$ cat src/rtl/score_display_ctrl.sv
// Foosball scoreboard digit sequencer: lamp test, BCD conversion by repeated subtract, post-update blink.
// Optional macro SCORE_LEADZERO_BLANK_EN blanks a zero tens digit outside the lamp test and dark blink halves.
module score_display_ctrl #(
  parameter int LAMP_CYCLES   = 50_000_000,
  parameter int BLINK_HALF    = 12_500_000,
  parameter int BLINK_TOGGLES = 6
) (
  input  logic       i_clk,
  input  logic       i_resetN,
  input  logic [6:0] i_scoreA,
  input  logic [6:0] i_scoreB,
  input  logic       i_update,
  output logic       o_busy,
  output logic [3:0] o_hex0,
  output logic [3:0] o_hex1,
  output logic [3:0] o_hex2,
  output logic [3:0] o_hex3,
  output logic [3:0] o_darkN,
  output logic       o_lampTest
);

  localparam int CMAX = (LAMP_CYCLES > BLINK_HALF) ? LAMP_CYCLES : BLINK_HALF;
  localparam int CW   = $clog2(CMAX + 1);
  localparam int HW   = $clog2(BLINK_TOGGLES + 1);

  typedef enum logic [2:0] {
    S_LAMP, S_IDLE, S_CONV_A, S_CONV_B, S_COMMIT, S_BLINK
  } state_t;

  state_t              r_state, w_next;
  logic [CW-1:0]       r_cnt;
  logic [HW-1:0]       r_half;
  logic                r_pend;
  logic [6:0]          r_workA, r_workB;
  logic [3:0]          r_tensA, r_unitsA, r_tensB, r_unitsB;
  logic [3:0][3:0]     r_hex;

  logic                w_lamp_done, w_half_end, w_blink_done, w_start, w_run;
  logic [6:0]          w_satA, w_satB;
  logic [3:0]          w_lit;

  assign w_satA       = (i_scoreA > 7'd99) ? 7'd99 : i_scoreA;
  assign w_satB       = (i_scoreB > 7'd99) ? 7'd99 : i_scoreB;
  assign w_lamp_done  = (r_cnt == CW'(LAMP_CYCLES - 1));
  assign w_half_end   = (r_cnt == CW'(BLINK_HALF - 1));
  assign w_blink_done = w_half_end && (r_half == HW'(BLINK_TOGGLES - 1));
  assign w_start      = (r_state == S_IDLE) && (i_update || r_pend);
  // Strobes are only pended while a conversion/blink run is in flight, never during lamp test.
  assign w_run        = (r_state != S_IDLE) && (r_state != S_LAMP);

  always_ff @(posedge i_clk or negedge i_resetN) begin
    if (!i_resetN) r_state <= S_LAMP;
    else           r_state <= w_next;
  end

  always_comb begin
    w_next = r_state;
    case (r_state)
      S_LAMP:   if (w_lamp_done) w_next = S_IDLE;
      S_IDLE:   if (w_start) w_next = S_CONV_A;
      S_CONV_A: if (r_workA < 7'd10) w_next = S_CONV_B;
      S_CONV_B: if (r_workB < 7'd10) w_next = S_COMMIT;
      S_COMMIT: w_next = S_BLINK;
      S_BLINK:  if (w_blink_done) w_next = S_IDLE;
      default:  w_next = S_LAMP;
    endcase
  end

  always_ff @(posedge i_clk or negedge i_resetN) begin
    if (!i_resetN) begin
      r_cnt    <= '0;
      r_half   <= '0;
      r_pend   <= 1'b0;
      r_workA  <= '0;
      r_workB  <= '0;
      r_tensA  <= '0;
      r_unitsA <= '0;
      r_tensB  <= '0;
      r_unitsB <= '0;
      r_hex    <= '0;
    end else begin
      case (r_state)
        S_LAMP: r_cnt <= w_lamp_done ? '0 : r_cnt + CW'(1);
        S_IDLE: if (w_start) begin
          r_workA <= w_satA;
          r_workB <= w_satB;
          r_tensA <= '0;
          r_tensB <= '0;
          r_pend  <= 1'b0;
        end
        S_CONV_A: if (r_workA >= 7'd10) begin
          r_workA <= r_workA - 7'd10;
          r_tensA <= r_tensA + 4'd1;
        end else r_unitsA <= r_workA[3:0];
        S_CONV_B: if (r_workB >= 7'd10) begin
          r_workB <= r_workB - 7'd10;
          r_tensB <= r_tensB + 4'd1;
        end else r_unitsB <= r_workB[3:0];
        S_COMMIT: begin
          // All four digits swap in one edge so no half-converted score is ever shown.
          r_hex  <= {r_tensB, r_unitsB, r_tensA, r_unitsA};
          r_cnt  <= '0;
          r_half <= '0;
        end
        S_BLINK: if (w_half_end) begin
          r_cnt  <= '0;
          r_half <= r_half + HW'(1);
        end else r_cnt <= r_cnt + CW'(1);
        default: ;
      endcase
      if (i_update && w_run) r_pend <= 1'b1;
    end
  end

`ifdef SCORE_LEADZERO_BLANK_EN
  assign w_lit = {|r_hex[3], 1'b1, |r_hex[1], 1'b1};
`else
  assign w_lit = 4'b1111;
`endif

  assign o_lampTest = (r_state == S_LAMP);
  assign o_busy     = (r_state != S_IDLE);
  assign o_hex0     = r_hex[0];
  assign o_hex1     = r_hex[1];
  assign o_hex2     = r_hex[2];
  assign o_hex3     = r_hex[3];
  // Even-numbered blink halves are dark, so an even toggle count ends lit.
  assign o_darkN    = (r_state == S_LAMP) ? 4'b1111 :
                      ((r_state == S_BLINK) && !r_half[0]) ? 4'b0000 : w_lit;

endmodule

$ cat config.mk
export PLATFORM = sky130hd
export DESIGN_NAME = score_display_ctrl
export DESIGN_NICKNAME = d
export VERILOG_FILES = /design/src/rtl/score_display_ctrl.sv
export SDC_FILE = /design/constraint.sdc
export NUM_CORES = 1
export LEC_CHECK = 0
export CORE_MARGIN = 2
export CORE_UTILIZATION = 30
export DETAILED_ROUTE_END_ITERATION = 10
export GPL_TIMING_DRIVEN = 0
export PLACE_DENSITY_LB_ADDON = 0.1
export SYNTH_ARGS = -nofsm -noshare
export SYNTH_HDL_FRONTEND = slang
export SYNTH_SLANG_ARGS = --single-unit
$ cat constraint.sdc
create_clock -name i_clk -period 2.7 [get_ports i_clk]
set_input_delay 0.54 -clock i_clk [delete_from_list [all_inputs] [get_ports i_clk]]
set_output_delay 0.54 -clock i_clk [all_outputs]
set_load 0.05 [all_outputs]
==> flow_summary.json, run 1 <==
{
  "holdWs_ps": 174,
  "postCtsSetupRepairBufs": 0,
  "grt_max_degree": 42,
  "synthTopCellsByCount": "79 x dfrtp_1, 49 x nor2_1, 34 x o21ai_0, 33 x nand2_1",
  "routed-via-count": 3243,
  "largest_reg_flops": 26,
  "relSlewSlack": 0.489,
  "drive_gt1_frac": 0.136,
  "cts_buffers": 9,
  "critPathLaunchType": "flip-flop",
  "layout_worst_path_cycle_share": 0.921,
  "ys.flop_type": "dfrtp_1",
  "core_area_sq_mm": 0.0132,
  "num-nets-final": 489,
  "leakagePower_nw": 2.16,
  "clk_latency_ps": 350,
  "postCtsHoldBufs": 0,
  "synthArstFlopShare": 1.00,
  "n_antenna_cell": 0,
  "hold_viol": 0,
  "die_w_microns": 121,
  "max_slew.worst_pin.slew_ps": 763,
  "grt_usage": 0.143,
  "synth_largest_area_cell": "dfrtp_1",
  "cts_max_path_buffers": 2,
  "antenna_found_initial": 0,
  "netlist_area_sq_mm": 0.00408,
  "synth_edf_count": 0,
  "dp_worst_setup_slack_ps": 95.3,
  "ys.warnings.count": 0,
  "grt_overflow_total": 0,
  "drtIter0Drc": 206,
  "stdcell_count": 645,
  "io_buffers": 38,
  "dr.pass1.iters": 5,
  "synth-seq-cells": 79,
  "htreeDepth": 3,
  "cts_sinks": 79,
  "yosysMostFrequentCell": "dfrtp_1",
  "first_global_vias": 3188,
  "worstSetupPathType": "reg -> out",
  "place_inst": 630,
  "rows": 42,
  "r2r_start": "r_cnt[10]$_DFFE_PN0P_",
  "place_hpwl_microns": 6750,
  "filler_cell_count": 1356,
  "endpoint_kind": "primary output",
  "tritoncts": "built",
  "syn_to_final_growth_pct": 23.0,
  "crit_start": "r_state[1]$_DFFE_PN0P_",
  "wl_microns": 9610,
  "maxSlewViolCount": 0,
  "synthTopCellsByArea": "dfrtp_1 48%, mux2_2 5.0%, xor2_1 4.7%",
  "die_area_sq_mm": 0.0145,
  "regMostFlops": "r_cnt",
  "cp.arrival_ps": 1950,
  "cp_max_fo": 10,
  "top_regs": "r_cnt: 26 flops, r_workA: 7 flops, r_workB: 7 flops",
  "start_util": 0.308,
  "cp.required_ps": 2160,
  "worst_slack_ps": 213,
  "routedWlPerCell_microns": 14.9,
  "power.density_mw_per_mm2": 1050,
  "crit_path_max_incr_delay_ps": 490,
  "synth_top_area_frac": 0.485,
  "routabilityCongestion": 0.804,
  "routed_via_density": 5.03,
  "rsz0062_at_grt": "false",
  "vdd_drop_max_mv": 0.426,
  "fmax_mhz": 402,
  "drc": 0,
  "period_needed_ps": 2490,
  "crit_chain": "buf_4 -> nor2b_1 -> nand3b_1 -> dlygate4sd2_1",
  "cts_root_buf": "clkbuf_16",
  "finClkSkew_ps": 5.60,
  "ant_nets": 0,
  "syn-num-nets": 439,
  "yosysUniqueCellTypes": 59,
  "cp_slowest_cell": "dlygate4sd2_1",
  "ys_seq_area_frac": 0.485,
  "maxCapViolCount": 0,
  "die_h_microns": 121,
  "path_clk_slew_ps": 60,
  "io_pins": 39,
  "setup_viol_count_final": 0,
  "status": "finished clean",
  "grt_pass1_wl_microns": 16300,
  "synth.avg_cell_area_sq_um": 9.83,
  "min_path_type": "in -> async",
  "netlist_instances": 415
}
power by group:
part	internal, W	switching [W]
combinational	0.000762	0.00137
clock	0.000896	0.000501
sequential	0.00150	0.000233
final timing paths:
check / slack (ps) / endpoint / cells after the start
hold reg to reg: 480 / r_unitsB[2]$_DFFE_PN0P_ / 2
hold / removal: 170 / o_hex2[2]$_DFFE_PN0P_ / 1
min in group i_clk: 480 / r_unitsB[2]$_DFFE_PN0P_ / 2
setup / recovery: 210 / o_darkN[0] / 4
max in group asynchronous: 1920 / r_cnt[18]$_DFFE_PN0P_ / 2
setup reg to reg: 290 / r_cnt[8]$_DFFE_PN0P_ / 5
critical path: cells and delay by family (launching register included):
kind          cells  cell delay (ps)
buf+inv           2              710
flops             1              460
simple gates      2              420
through the flow:
step | util | TNS, ps | total power (W) | cell area (sq um)
global route | 0.379 | 0 | 0.00564 | 5020
global placement | 0.353 | -159560 | 0.00391 | 4680
CTS | 0.380 | 0 | 0.00533 | 5030
floorplan | - | 0 | 0.00326 | 4080
finish | 0.379 | 0 | 0.00526 | 5020
detailed placement | 0.355 | 0 | 0.00393 | 4700
cell type report:
type / count / area (sq um) / share of cell area
timing repair buffer: 39 / 379 / 0.0756
multi-input combinational: 304 / 1960 / 0.390
buffer: 20 / 104 / 0.0207
inverter: 12 / 45.0 / 0.00898
clock inverter: 6 / 110 / 0.0220
clock buffer: 9 / 225 / 0.0449
sequential: 79 / 1980 / 0.394
tap: 176 / 220 / 0.0439
timing repair:
action                                  in CTS  in global routing
hold endpoints to repair                     0                  0
gates resized for setup                      6                  9
endpoints found under the setup margin       5                 14
gates cloned                                 0                  0
logic make-up after synthesis:
family,count (synthesis),synth area share
XOR/XNOR,24,0.0515
adder cells (fa/ha/maj),7,0.0215
multiplexers,18,0.0497
AO/OA/AOI/OAI,83,0.128
flip-flops,79,0.485
buffers and inverters,32,0.0365
AND/OR/NAND/NOR,172,0.228
metal layers:
layer  track usage  vias up  routed length, microns
met4        0.0792        0                     280
met2         0.205       57                    4140
met3        0.0269       18                     304
met5             0        -                       0
li1              -     1592                       -
met1         0.203     1576                    4890
layout by cell type (no fill, tap or decap), types with 2 or more instances in the layout:
master and instances:
clkbuf_1 9, nor3_1 12, dfrtp_1 79, inv_1 12
and4_1 3, nor2b_1 3, a211o_1 3, nand4_1 13
buf_2 5, a21oi_1 22, a311oi_1 2, nor4_4 2
nand3b_1 2, bufinv_16 3, nand2b_1 4, and3_1 9
mux2_2 18, nand2_1 33, o22ai_1 2, xor2_1 22
and2_1 3, nand3_1 18, a31oi_1 3, o21ai_0 34
xnor2_1 2, clkinvlp_4 2, nor3_2 2, buf_4 5
clkbuf_2 4, nor2_1 48, nand4bb_1 2, or3_1 4
clkdlybuf4s50_1 31, ha_1 7, o211ai_1 4, clkbuf_16 9
(Power assumes the default switching activity.)
==> run 2, diff against run 1 <==
GPL_ROUTABILITY_DRIVEN = 0   (was not set)
SLEW_MARGIN = 15   (was not set)
==> results of run 2 <==
Same layout as run 1: the final DEF is identical, and so are final timing and power.
==> patch (settings of run 1) <==
Set the parameter `LAMP_CYCLES` to 100_000_000 (it was 50_000_000).
--- a/src/rtl/score_display_ctrl.sv
+++ b/src/rtl/score_display_ctrl.sv
@@ -3,3 +3,3 @@
 module score_display_ctrl #(
-  parameter int LAMP_CYCLES   = 50_000_000,
+  parameter int LAMP_CYCLES   = 100_000_000,
   parameter int BLINK_HALF    = 12_500_000,
Behaviour: no difference found for any inputs over 10 cycles, from zero or initial values and one cycle with i_resetN low; that may be too few to reach the edited logic, so the function may still have changed.
==> patch against run 1 <==
Sequential share of layout area about the same; die area is 1.6% higher; routed wire length grew 2.0%; sequential cell count up 1; register-to-register slack better by 120 ps; worst setup slack got worse by 88 ps; count of clock-buffer cells in the layout up 2; via count down 0.40%; design area rose by 1.3%; core utilization up 0.20 points; first-iteration DRC count down 25%; area after synthesis up 1.7%.
Power is not compared: it rests on default switching activity, and its combinational part moved more than twofold at a synthesized area within 25%.
==> patch: results (changes against run 1) <==
Cells and area
  • Top flop regs: r_cnt (27), r_workA (7), r_workB (7) (was r_cnt (26), r_workA (7), r_workB (7))
  • Net count, final: 493 (was 489)
  • Layout cells sized above 1: 14.56% (was 13.65%)
  • Inverters: 15 (was 12)
  • Fill cell count: 1365 (was 1356)
  • # clk buffers: 11 (was 9)
  • Area taken by multi-input logic gates: 0.001967 mm^2 (was 0.001956 mm^2)
  • Final std cells w/o fill: 650 (was 645)
  • Clock-cell share: 5.884% (was 6.685%)

Detailed routing
  • Wire length on met1: 4893 um (was 4886 um)
  • DR WL met3: 424 um (was 304 um)
  • Iter 0 DRT Violations: 155 (was 206)
  • Met2 WL post-DR: 4328 um (was 4139 um)

Synth
  • Cells after Synth: 419 (was 415)
  • Post-Syn Nets: 443 (was 439)
  • Seq/Total Area, Yosys: 48.28% (was 48.47%)
  • Seq cells post-synth: 80 (was 79)
  • Synth top cells by count: dfrtp_1 (80), nor2_1 (49), nand2_1 (36) (was dfrtp_1 (79), nor2_1 (49), o21ai_0 (34))
  • Cell Area, Synth: 0.004146 mm^2 (was 0.004079 mm^2)
  • Cell variety after synth: 54 (was 59)
  • Largest cells by area after synthesis: dfrtp_1 (48%), mux2_2 (4.9%), nor2_1 (4.4%), xor2_1 (4.4%), nand2_1 (3.3%) (was dfrtp_1 (48%), mux2_2 (5.0%), xor2_1 (4.7%), nor2_1 (4.5%), o21ai_0 (4.2%))

Worst setup path
  • Worst path slowest cell: or3_4 (was dlygate4sd2_1)
  • R2R depth: 7 (was 5)
  • CP arrival: 2030 ps (was 1950 ps)
  • CP max stage delay: 390 ps (was 490 ps)

Place
  • DP HPWL: 6888 um (was 6754 um)
  • Placer Congestion: 0.7930 (was 0.8041)
  • Post-DP Area: 0.004772 mm^2 (was 0.004697 mm^2)

Timing
  • Clock skew: 8.303 ps (was 5.599 ps)
  • Slew HR: 34.18% (was 48.87%)

Global route
  • GRT Total Usage: 14.64% (was 14.33%)
  • First-pass GRT wire length: 16790 um (was 16280 um)
  • Vias in the first global route: 3239 (was 3188)
  • GR met2 Demand/Resource: 21.28% (was 20.48%)
  • Met3 Use GR: 4.588% (was 2.689%)
  • GR Util met1: 20.82% (was 20.27%)

Outcome
  • Status: complete, no violations (unchanged)
[patch: path summary, 6_finish.rpt]
| check | startpoint | end | slack, ps |
|---|---|---|---|
| max in group asynchronous | i_resetN | r_workB[6] | 1920 |
| worst max register to register | r_cnt[0] | r_cnt[16] | 410 |
| min in group i_clk | r_unitsA[1] | r_unitsA[1] | 480 |
| worst min register to register | r_unitsA[1] | r_unitsA[1] | 480 |
| worst max-delay path | r_state[1] | o_darkN[2] | 130 |
| worst min-delay path | i_resetN | r_cnt[12] | 180 |
[patch: kinds of logic (layout without fill, tap and decap cells)]
kind of cell	count (synthesis)	in the layout	synth area share, %
xor gates and xnor gates	26	26	5.492
muxes	23	23	6.216
AOI/OAI and AO/OA	71	71	11.20
and+or+nand+nor	177	177	22.24
DFF	80	80	48.28
buffers and inverters	35	90	4.466
adders and majority gates	7	7	2.112
[patch: timing repair]
| action | CTS | global route |
|---|---|---|
| buffers inserted | 0 | 0 |
| setup endpoints to repair | 6 | 4 |
| gates resized for setup | 15 | 1 |
[patch: power by group]
part / leakage, uW / switching [uW] / total (uW) / internal, uW
combinational: 0.00103 / 37.1 / 66.2 / 29.1
clock: 0.000145 / 500 / 1240 / 740
sequential: 0.00108 / 0 / 1200 / 1200
total: 0.00225 / 537 / 2500 / 1970
[patch: metrics by stage]
step / worst slack [ps] / util (%)
3_5_place_dp: -142.8 / 35.75
4_1_cts: 30.18 / 38.06
6_report: 125.8 / 38.08
2_1_floorplan: 466.4 / -
5_1_grt: 15.81 / 38.08
3_3_place_gp: -2119 / 35.56
[patch: worst max-delay path: cells and delay by family (launching register included)]
kind | cells | cell delay, ps
flops | 1 | 350
buf+inv | 4 | 790
simple gates | 2 | 530
